$ cat config.mk
export PLATFORM = sky130hd
export DESIGN_NAME = mem_ctrl_flat
export DESIGN_NICKNAME = d
export VERILOG_FILES = /design/src/rtl/mem_ctrl_if.sv /design/src/rtl/mem_ctrl.sv /design/src/flat_wrapper.sv
export SDC_FILE = /design/constraint.sdc
export NUM_CORES = 1
export LEC_CHECK = 0
export BUFFER_PORTS_ARGS = -buffer_cell sky130_fd_sc_hd__buf_2
export CAP_MARGIN = 20
export CORE_ASPECT_RATIO = 1.2
export CORE_UTILIZATION = 44
export CTS_CLUSTER_DIAMETER = 150
export CTS_CLUSTER_SIZE = 40
export DETAILED_ROUTE_END_ITERATION = 6
export PLACE_DENSITY = 0.7
export REMOVE_ABC_BUFFERS = 1
export SETUP_SLACK_MARGIN = 0.15
export SYNTH_ARGS = -nofsm -noshare
export SYNTH_HDL_FRONTEND = slang
export SYNTH_SLANG_ARGS = --single-unit
$ cat constraint.sdc
create_clock -name clk -period 3.9 [get_ports clk]
set_input_delay 0.585 -clock clk [delete_from_list [all_inputs] [get_ports clk]]
set_output_delay 0.585 -clock clk [all_outputs]
set_load 0.005 [all_outputs]
$ cat src/rtl/mem_ctrl_if.sv
// Requester/RAM-side bundle for mem_ctrl: fetch port, load/store port,
// byte-wide RAM port and the stall requests to the stall controller.
interface mem_ctrl_if;
  logic        if_req;
  logic [31:0] if_addr;
  logic        mem_req;
  logic        mem_we;
  logic [31:0] mem_addr;
  logic [1:0]  mem_len;
  logic [31:0] mem_wdata;
  logic [7:0]  ram_din;
  logic [31:0] ram_a;
  logic        ram_wr;
  logic [7:0]  ram_dout;
  logic [31:0] if_data;
  logic        if_done;
  logic [31:0] mem_rdata;
  logic        mem_done;
  logic        if_rq;
  logic        mem_rq;

  modport slave (
    input  if_req, if_addr, mem_req, mem_we, mem_addr, mem_len, mem_wdata, ram_din,
    output ram_a, ram_wr, ram_dout, if_data, if_done, mem_rdata, mem_done, if_rq, mem_rq
  );

  modport master (
    output if_req, if_addr, mem_req, mem_we, mem_addr, mem_len, mem_wdata, ram_din,
    input  ram_a, ram_wr, ram_dout, if_data, if_done, mem_rdata, mem_done, if_rq, mem_rq
  );
endinterface

$ cat src/rtl/mem_ctrl.sv
// Serialises 32-bit fetches and 1/2/4-byte loads/stores onto a byte-wide RAM,
// one byte per cycle, little-endian; loads take priority over fetches.
module mem_ctrl (
  input  logic       clk,
  input  logic       rst,
  mem_ctrl_if.slave  bus
);

  typedef enum logic [1:0] {IDLE, IF_RD, MEM_RD, MEM_WR} state_t;

  state_t      r_state;
  logic [2:0]  r_cnt;
  logic [2:0]  r_n;
  logic [31:0] r_base;
  logic [31:0] r_wdata;
  logic [31:0] r_buf;
  logic [31:0] r_ram_a;
  logic        r_ram_wr;
  logic [7:0]  r_ram_dout;
  logic [31:0] r_if_data;
  logic [31:0] r_mem_rdata;
  logic        r_if_done;
  logic        r_mem_done;

  logic [1:0]  w_lane;
  logic [31:0] w_merged;
  logic [31:0] w_next_a;

  function automatic logic [2:0] byte_count(input logic [1:0] len);
    case (len)
      2'b00:   return 3'd1;
      2'b01:   return 3'd2;
      default: return 3'd4;
    endcase
  endfunction

  function automatic logic [31:0] merge_lane(input logic [31:0] word,
                                             input logic [1:0]  lane,
                                             input logic [7:0]  b);
    logic [4:0] sh;
    sh = {lane, 3'b000};
    return (word & ~(32'h0000_00FF << sh)) | ({24'd0, b} << sh);
  endfunction

  function automatic logic [7:0] byte_sel(input logic [31:0] word,
                                          input logic [1:0]  lane);
    logic [31:0] t;
    t = word >> {lane, 3'b000};
    return t[7:0];
  endfunction

  // The byte on ram_din belongs to the address issued one edge earlier (cnt-1).
  assign w_lane   = r_cnt[1:0] - 2'd1;
  assign w_merged = merge_lane(r_buf, w_lane, bus.ram_din);
  assign w_next_a = r_base + {29'd0, r_cnt};

  always_ff @(posedge clk) begin
    if (rst) begin
      r_state     <= IDLE;
      r_cnt       <= 3'd0;
      r_ram_a     <= 32'd0;
      r_ram_wr    <= 1'b0;
      r_ram_dout  <= 8'd0;
      r_if_data   <= 32'd0;
      r_mem_rdata <= 32'd0;
      r_if_done   <= 1'b0;
      r_mem_done  <= 1'b0;
    end else begin
      r_if_done  <= 1'b0;
      r_mem_done <= 1'b0;
      case (r_state)
        IDLE: begin
          r_ram_a  <= 32'd0;
          r_ram_wr <= 1'b0;
          // A done cycle is a dead cycle so a still-held request is not re-taken.
          if (!r_if_done && !r_mem_done) begin
            if (bus.mem_req) begin
              r_ram_a <= bus.mem_addr;
              r_base  <= bus.mem_addr;
              r_cnt   <= 3'd1;
              r_n     <= byte_count(bus.mem_len);
              r_wdata <= bus.mem_wdata;
              r_buf   <= 32'd0;
              if (bus.mem_we) begin
                r_ram_wr   <= 1'b1;
                r_ram_dout <= bus.mem_wdata[7:0];
                r_state    <= MEM_WR;
              end else begin
                r_state    <= MEM_RD;
              end
            end else if (bus.if_req) begin
              r_ram_a <= bus.if_addr;
              r_base  <= bus.if_addr;
              r_cnt   <= 3'd1;
              r_n     <= 3'd4;
              r_buf   <= 32'd0;
              r_state <= IF_RD;
            end
          end
        end
        IF_RD, MEM_RD: begin
          r_cnt <= r_cnt + 3'd1;
          r_buf <= w_merged;
          if (r_cnt < r_n) r_ram_a <= w_next_a;
          if (r_cnt == r_n) begin
            r_ram_a <= 32'd0;
            r_state <= IDLE;
            if (r_state == IF_RD) begin
              r_if_data <= w_merged;
              r_if_done <= 1'b1;
            end else begin
              r_mem_rdata <= w_merged;
              r_mem_done  <= 1'b1;
            end
          end
        end
        MEM_WR: begin
          r_cnt <= r_cnt + 3'd1;
          if (r_cnt < r_n) begin
            r_ram_a    <= w_next_a;
            r_ram_dout <= byte_sel(r_wdata, r_cnt[1:0]);
          end else begin
            r_ram_a    <= 32'd0;
            r_ram_wr   <= 1'b0;
            r_state    <= IDLE;
            r_mem_done <= 1'b1;
          end
        end
        default: r_state <= IDLE;
      endcase
    end
  end

  assign bus.ram_a     = r_ram_a;
  assign bus.ram_wr    = r_ram_wr;
  assign bus.ram_dout  = r_ram_dout;
  assign bus.if_data   = r_if_data;
  assign bus.if_done   = r_if_done;
  assign bus.mem_rdata = r_mem_rdata;
  assign bus.mem_done  = r_mem_done;
  assign bus.if_rq     = bus.if_req & ~r_if_done;
  assign bus.mem_rq    = bus.mem_req & ~r_mem_done;

endmodule

$ cat src/flat_wrapper.sv
// flat-port wrapper written by rule: the top's interface ports become plain ports
module mem_ctrl_flat 
  (clk, rst, bus_if_req, bus_if_addr, bus_mem_req, bus_mem_we, bus_mem_addr, bus_mem_len, bus_mem_wdata, bus_ram_din, bus_ram_a, bus_ram_wr, bus_ram_dout, bus_if_data, bus_if_done, bus_mem_rdata, bus_mem_done, bus_if_rq, bus_mem_rq);
  mem_ctrl_if bus_i ();
  input  logic clk;
  input  logic rst;
  input wire logic [$bits(bus_i.if_req)-1:0] bus_if_req;
  input wire logic [$bits(bus_i.if_addr)-1:0] bus_if_addr;
  input wire logic [$bits(bus_i.mem_req)-1:0] bus_mem_req;
  input wire logic [$bits(bus_i.mem_we)-1:0] bus_mem_we;
  input wire logic [$bits(bus_i.mem_addr)-1:0] bus_mem_addr;
  input wire logic [$bits(bus_i.mem_len)-1:0] bus_mem_len;
  input wire logic [$bits(bus_i.mem_wdata)-1:0] bus_mem_wdata;
  input wire logic [$bits(bus_i.ram_din)-1:0] bus_ram_din;
  output wire logic [$bits(bus_i.ram_a)-1:0] bus_ram_a;
  output wire logic [$bits(bus_i.ram_wr)-1:0] bus_ram_wr;
  output wire logic [$bits(bus_i.ram_dout)-1:0] bus_ram_dout;
  output wire logic [$bits(bus_i.if_data)-1:0] bus_if_data;
  output wire logic [$bits(bus_i.if_done)-1:0] bus_if_done;
  output wire logic [$bits(bus_i.mem_rdata)-1:0] bus_mem_rdata;
  output wire logic [$bits(bus_i.mem_done)-1:0] bus_mem_done;
  output wire logic [$bits(bus_i.if_rq)-1:0] bus_if_rq;
  output wire logic [$bits(bus_i.mem_rq)-1:0] bus_mem_rq;
  assign bus_i.if_req = bus_if_req;
  assign bus_i.if_addr = bus_if_addr;
  assign bus_i.mem_req = bus_mem_req;
  assign bus_i.mem_we = bus_mem_we;
  assign bus_i.mem_addr = bus_mem_addr;
  assign bus_i.mem_len = bus_mem_len;
  assign bus_i.mem_wdata = bus_mem_wdata;
  assign bus_i.ram_din = bus_ram_din;
  assign bus_ram_a = bus_i.ram_a;
  assign bus_ram_wr = bus_i.ram_wr;
  assign bus_ram_dout = bus_i.ram_dout;
  assign bus_if_data = bus_i.if_data;
  assign bus_if_done = bus_i.if_done;
  assign bus_mem_rdata = bus_i.mem_rdata;
  assign bus_mem_done = bus_i.mem_done;
  assign bus_if_rq = bus_i.if_rq;
  assign bus_mem_rq = bus_i.mem_rq;
  mem_ctrl u_core (.clk(clk), .rst(rst), .bus(bus_i));
endmodule
==> results.py <==
metrics = {
    "min_path": {
        "holdCritStartpoint": "bus_mem_wdata[18]",
        "holdPathStages": 1,
        "hold_end": "u_core.r_wdata[18]",
        "hp-class": "input port to flip-flop",
    },
    "setup_path": {
        "crit_family": "compound AO/OA/AOI/OAI gates",
        "required_ps": 4320,
        "worstSetupEndpointType": "flip-flop",
        "crit_path_cell_trace": "ha_1, inv_1, fa_1, nor2b_1, o2111ai_1, or4_1, a211o_1, a21oi_1",
        "timing.rr.end": "u_core.bus.ram_a[26]",
        "cp-start-kind": "flip-flop",
        "slowest_delay_ps": 660,
        "critPathMaxFanout": 11,
        "r2r_slack_ps": 790,
        "arrival_ps": 3530,
        "cp_num_buf_inv": 1,
        "r2r_cells": 8,
        "critPathSlowestCell": "or4_1",
        "crit_type": "flip-flop to flip-flop",
        "r2r_start": "u_core.r_cnt[0]",
    },
    "synthesis": {
        "yosysSeqAreaShare_pct": 55.9,
        "synthTopCellsByArea": "edfxtp_1 (32%), dfxtp_1 (24%), a211oi_1 (6.5%)",
        "synth_edf_count": 99,
        "synth_top_area_cell": "edfxtp_1",
        "synth_top_area_share_pct": 31.9,
        "synth_fa_ha_area_share_pct": 2.09,
        "ys.flop_type": "dfxtp_1",
        "synth_top_family_by_area": "compound AO/OA/AOI/OAI gates",
        "synthCells": 863,
        "synth-simple-area-share_pct": 14.4,
        "postSynth.asyncResetShare_pct": 0,
        "yosysUniqueCellTypes": 57,
        "ys_ff_latch": 211,
        "synth_area_per_cell_sq_um": 10.8,
        "synth_xor_area_share_pct": 2.26,
        "syn_area_sq_um": 9320,
        "synth_compound_area_share_pct": 15.2,
        "yosys_warnings": 0,
        "synthMuxAreaShare_pct": 6.77,
    },
    "clock_tree": {
        "cts-root-buf": "clkbuf_16",
        "cts_sinks": 211,
        "post_cts_resized": 0,
        "ctsHoldBuffers": 0,
        "cts_tree": "built",
        "ctsLongestPathBuffers": 3,
        "path_clk_slew_ps": 150,
        "cts_setup_buffers": 0,
        "worst_skew_pair.late_latency_ps": 470,
        "cts_max_level": 1,
        "cts_buffers": 9,
    },
    "power_and_ir_drop": {
        "ir_drop_v": 0.000327,
        "total_power_uw": 6810,
        "leakagePower_uw": 0.00426,
        "pwr_density_cell_nw_per_um2": 621,
    },
    "place": {
        "place_congestion": 0.834,
        "post-place-cells": 1308,
        "hpwl_microns": 16700,
        "port_buffers": 219,
    },
    "route": {
        "wirelength_microns": 23400,
        "vias": 7253,
        "wl_per_cell_microns": 17.7,
        "dr.first_iter.drc_count": 446,
        "drt-pass1-iter-count": 5,
        "route.detailed.drc": 0,
        "antenna_left": 0,
        "viasPerCell": 5.49,
    },
    "die": {
        "die_w_microns": 135,
        "rows": 57,
        "die_y_microns": 161,
        "start_util_pct": 45.4,
        "io_pins": 220,
        "coreArea_sq_um": 20500,
        "dieArea_sq_um": 21800,
    },
    "finish": {
        "postLayoutCoreUtil_pct": 53.5,
        "layout_common_cells": "buf_2 (218), nor2_1 (141), dfxtp_1 (112), edfxtp_1 (99), a211oi_1 (78)",
        "drive_gt1_share_pct": 28.8,
        "area_delta_synth_final_pct": 17.8,
        "final_common_cell": "buf_2",
        "n_antenna_cell": 0,
        "final_nets": 1180,
        "fillerInstances": 1894,
        "fin_cells": 1321,
    },
    "run_status": {
        "run_status": "finished, final reports clean",
    },
    "global_route": {
        "grt_pass1_vias": 7005,
        "grt_max_degree": 66,
        "antenna_found_initial": 0,
        "grt_first_pass_wirelength_microns": 37300,
        "grt.total_usage_pct": 21.6,
        "overflow": 0,
    },
    "sta": {
        "setup_tns_ps": 0,
        "max_slew.worst_pin.slew_ps": 1070,
        "slew_viol_final": 0,
        "fin_crit_ps": 3110,
        "clock_skew_ps": 46.3,
        "finalCritPeriodShare_pct": 79.7,
        "relSlewSlack_pct": 28.8,
        "fmax_ghz": 0.322,
        "hold_violations": 0,
        "setup_viol": 0,
        "rsz0062_at_grt": "false",
    },
    "job": {
        "maxCapViolations": 0,
    },
}
-- how the worst max path moves through the flow --
stage / end / slack [ps] / from / cells past startpoint
after global placement: u_core.bus.ram_a[26] / 930 / u_core.r_cnt[0] / 8
after floorplan: u_core.bus.mem_rdata[0] / -1590 / u_core.r_state[0] / 5
after detailed placement: u_core.bus.ram_a[26] / 840 / u_core.r_cnt[0] / 8
after CTS: u_core.bus.ram_a[26] / 820 / u_core.r_cnt[0] / 8
after global routing: u_core.bus.ram_a[26] / 570 / u_core.r_cnt[0] / 8
final: u_core.bus.ram_a[26] / 790 / u_core.r_cnt[0] / 8
-- power breakdown --
| part | switching, uW | total (uW) | leakage, uW | internal [uW] |
|---|---|---|---|---|
| sequential | 262 | 3190 | 0.00185 | 2930 |
| clock | 680 | 1130 | 0.000126 | 448 |
| combinational | 1540 | 2490 | 0.00228 | 950 |
-- area by class of cell --
type	instances	area, sq um	share of cell area, %
sequential	211	5220	47.5
timing repair buffer	237	1250	11.3
tap	265	332	3.02
clock buffer	12	236	2.15
clock inverter	1	30.0	0.273
multi-input combinational	575	3850	35.0
inverter	20	75.1	0.684
-- sequential cells by signal, summed over array words and instances (netlist names) --
| register | flops |
|---|---|
| u_core.bus.ram_wr | 1 |
| u_core.bus.ram_dout | 8 |
| u_core.r_state | 2 |
| u_core.r_base | 32 |
| u_core.r_cnt | 3 |
| u_core.r_wdata | 32 |
| u_core.bus.if_done | 1 |
| u_core.bus.if_data | 32 |
| u_core.bus.mem_rdata | 32 |
| u_core.bus.ram_a | 32 |
| u_core.r_n | 3 |
| u_core.r_buf | 32 |
| u_core.bus.mem_done | 1 |
-- layer usage --
layer | up-vias | share of wire, % | global-route usage (%)
met1 | 3407 | 44 | 28.7
met3 | 29 | 5.8 | 3.08
li1 | 3552 | - | -
met5 | - | 0 | 0
met2 | 265 | 49 | 36.9
met4 | 0 | 1.5 | 5.31
-- through the flow --
step	setup slack, ps	instance area, sq um	hold WS, ps
floorplan	-1590	9090	481
global placement	927	10700	473
detailed placement	841	10700	477
CTS	823	11000	261
global route	575	11000	249
finish	793	11000	274
-- synthesized netlist by cell type, types with 3 or more instances --
library cell / n
clkbuf_1: 47
inv_1: 19
nand2_1: 19
edfxtp_1: 99
nor4_1: 6
and3_1: 6
and2_1: 17
xnor2_1: 14
nand4_1: 8
o21ai_0: 8
nor2_1: 144
o32ai_1: 7
a211o_1: 4
nand3_1: 9
a211oi_1: 81
xor2_1: 10
mux2i_1: 9
a31oi_1: 23
buf_2: 4
dfxtp_1: 112
nor2b_1: 37
o31a_2: 3
mux4_2: 8
or4_1: 3
a221oi_1: 8
nor3_1: 14
o22ai_1: 6
mux2_2: 32
ha_1: 14
a21oi_1: 53
-- cell families (layout without fill, tap and decap cells) --
logic type | after synthesis | after routing
AND/OR/NAND/NOR | 279 | 279
flip-flops | 211 | 211
buffers and inverters | 77 | 270
XOR/XNOR | 24 | 24
AO/OA/AOI/OAI | 208 | 208
multiplexers | 49 | 49
adder cells (fa/ha/maj) | 15 | 15
Power figures use the tool's default switching activity.
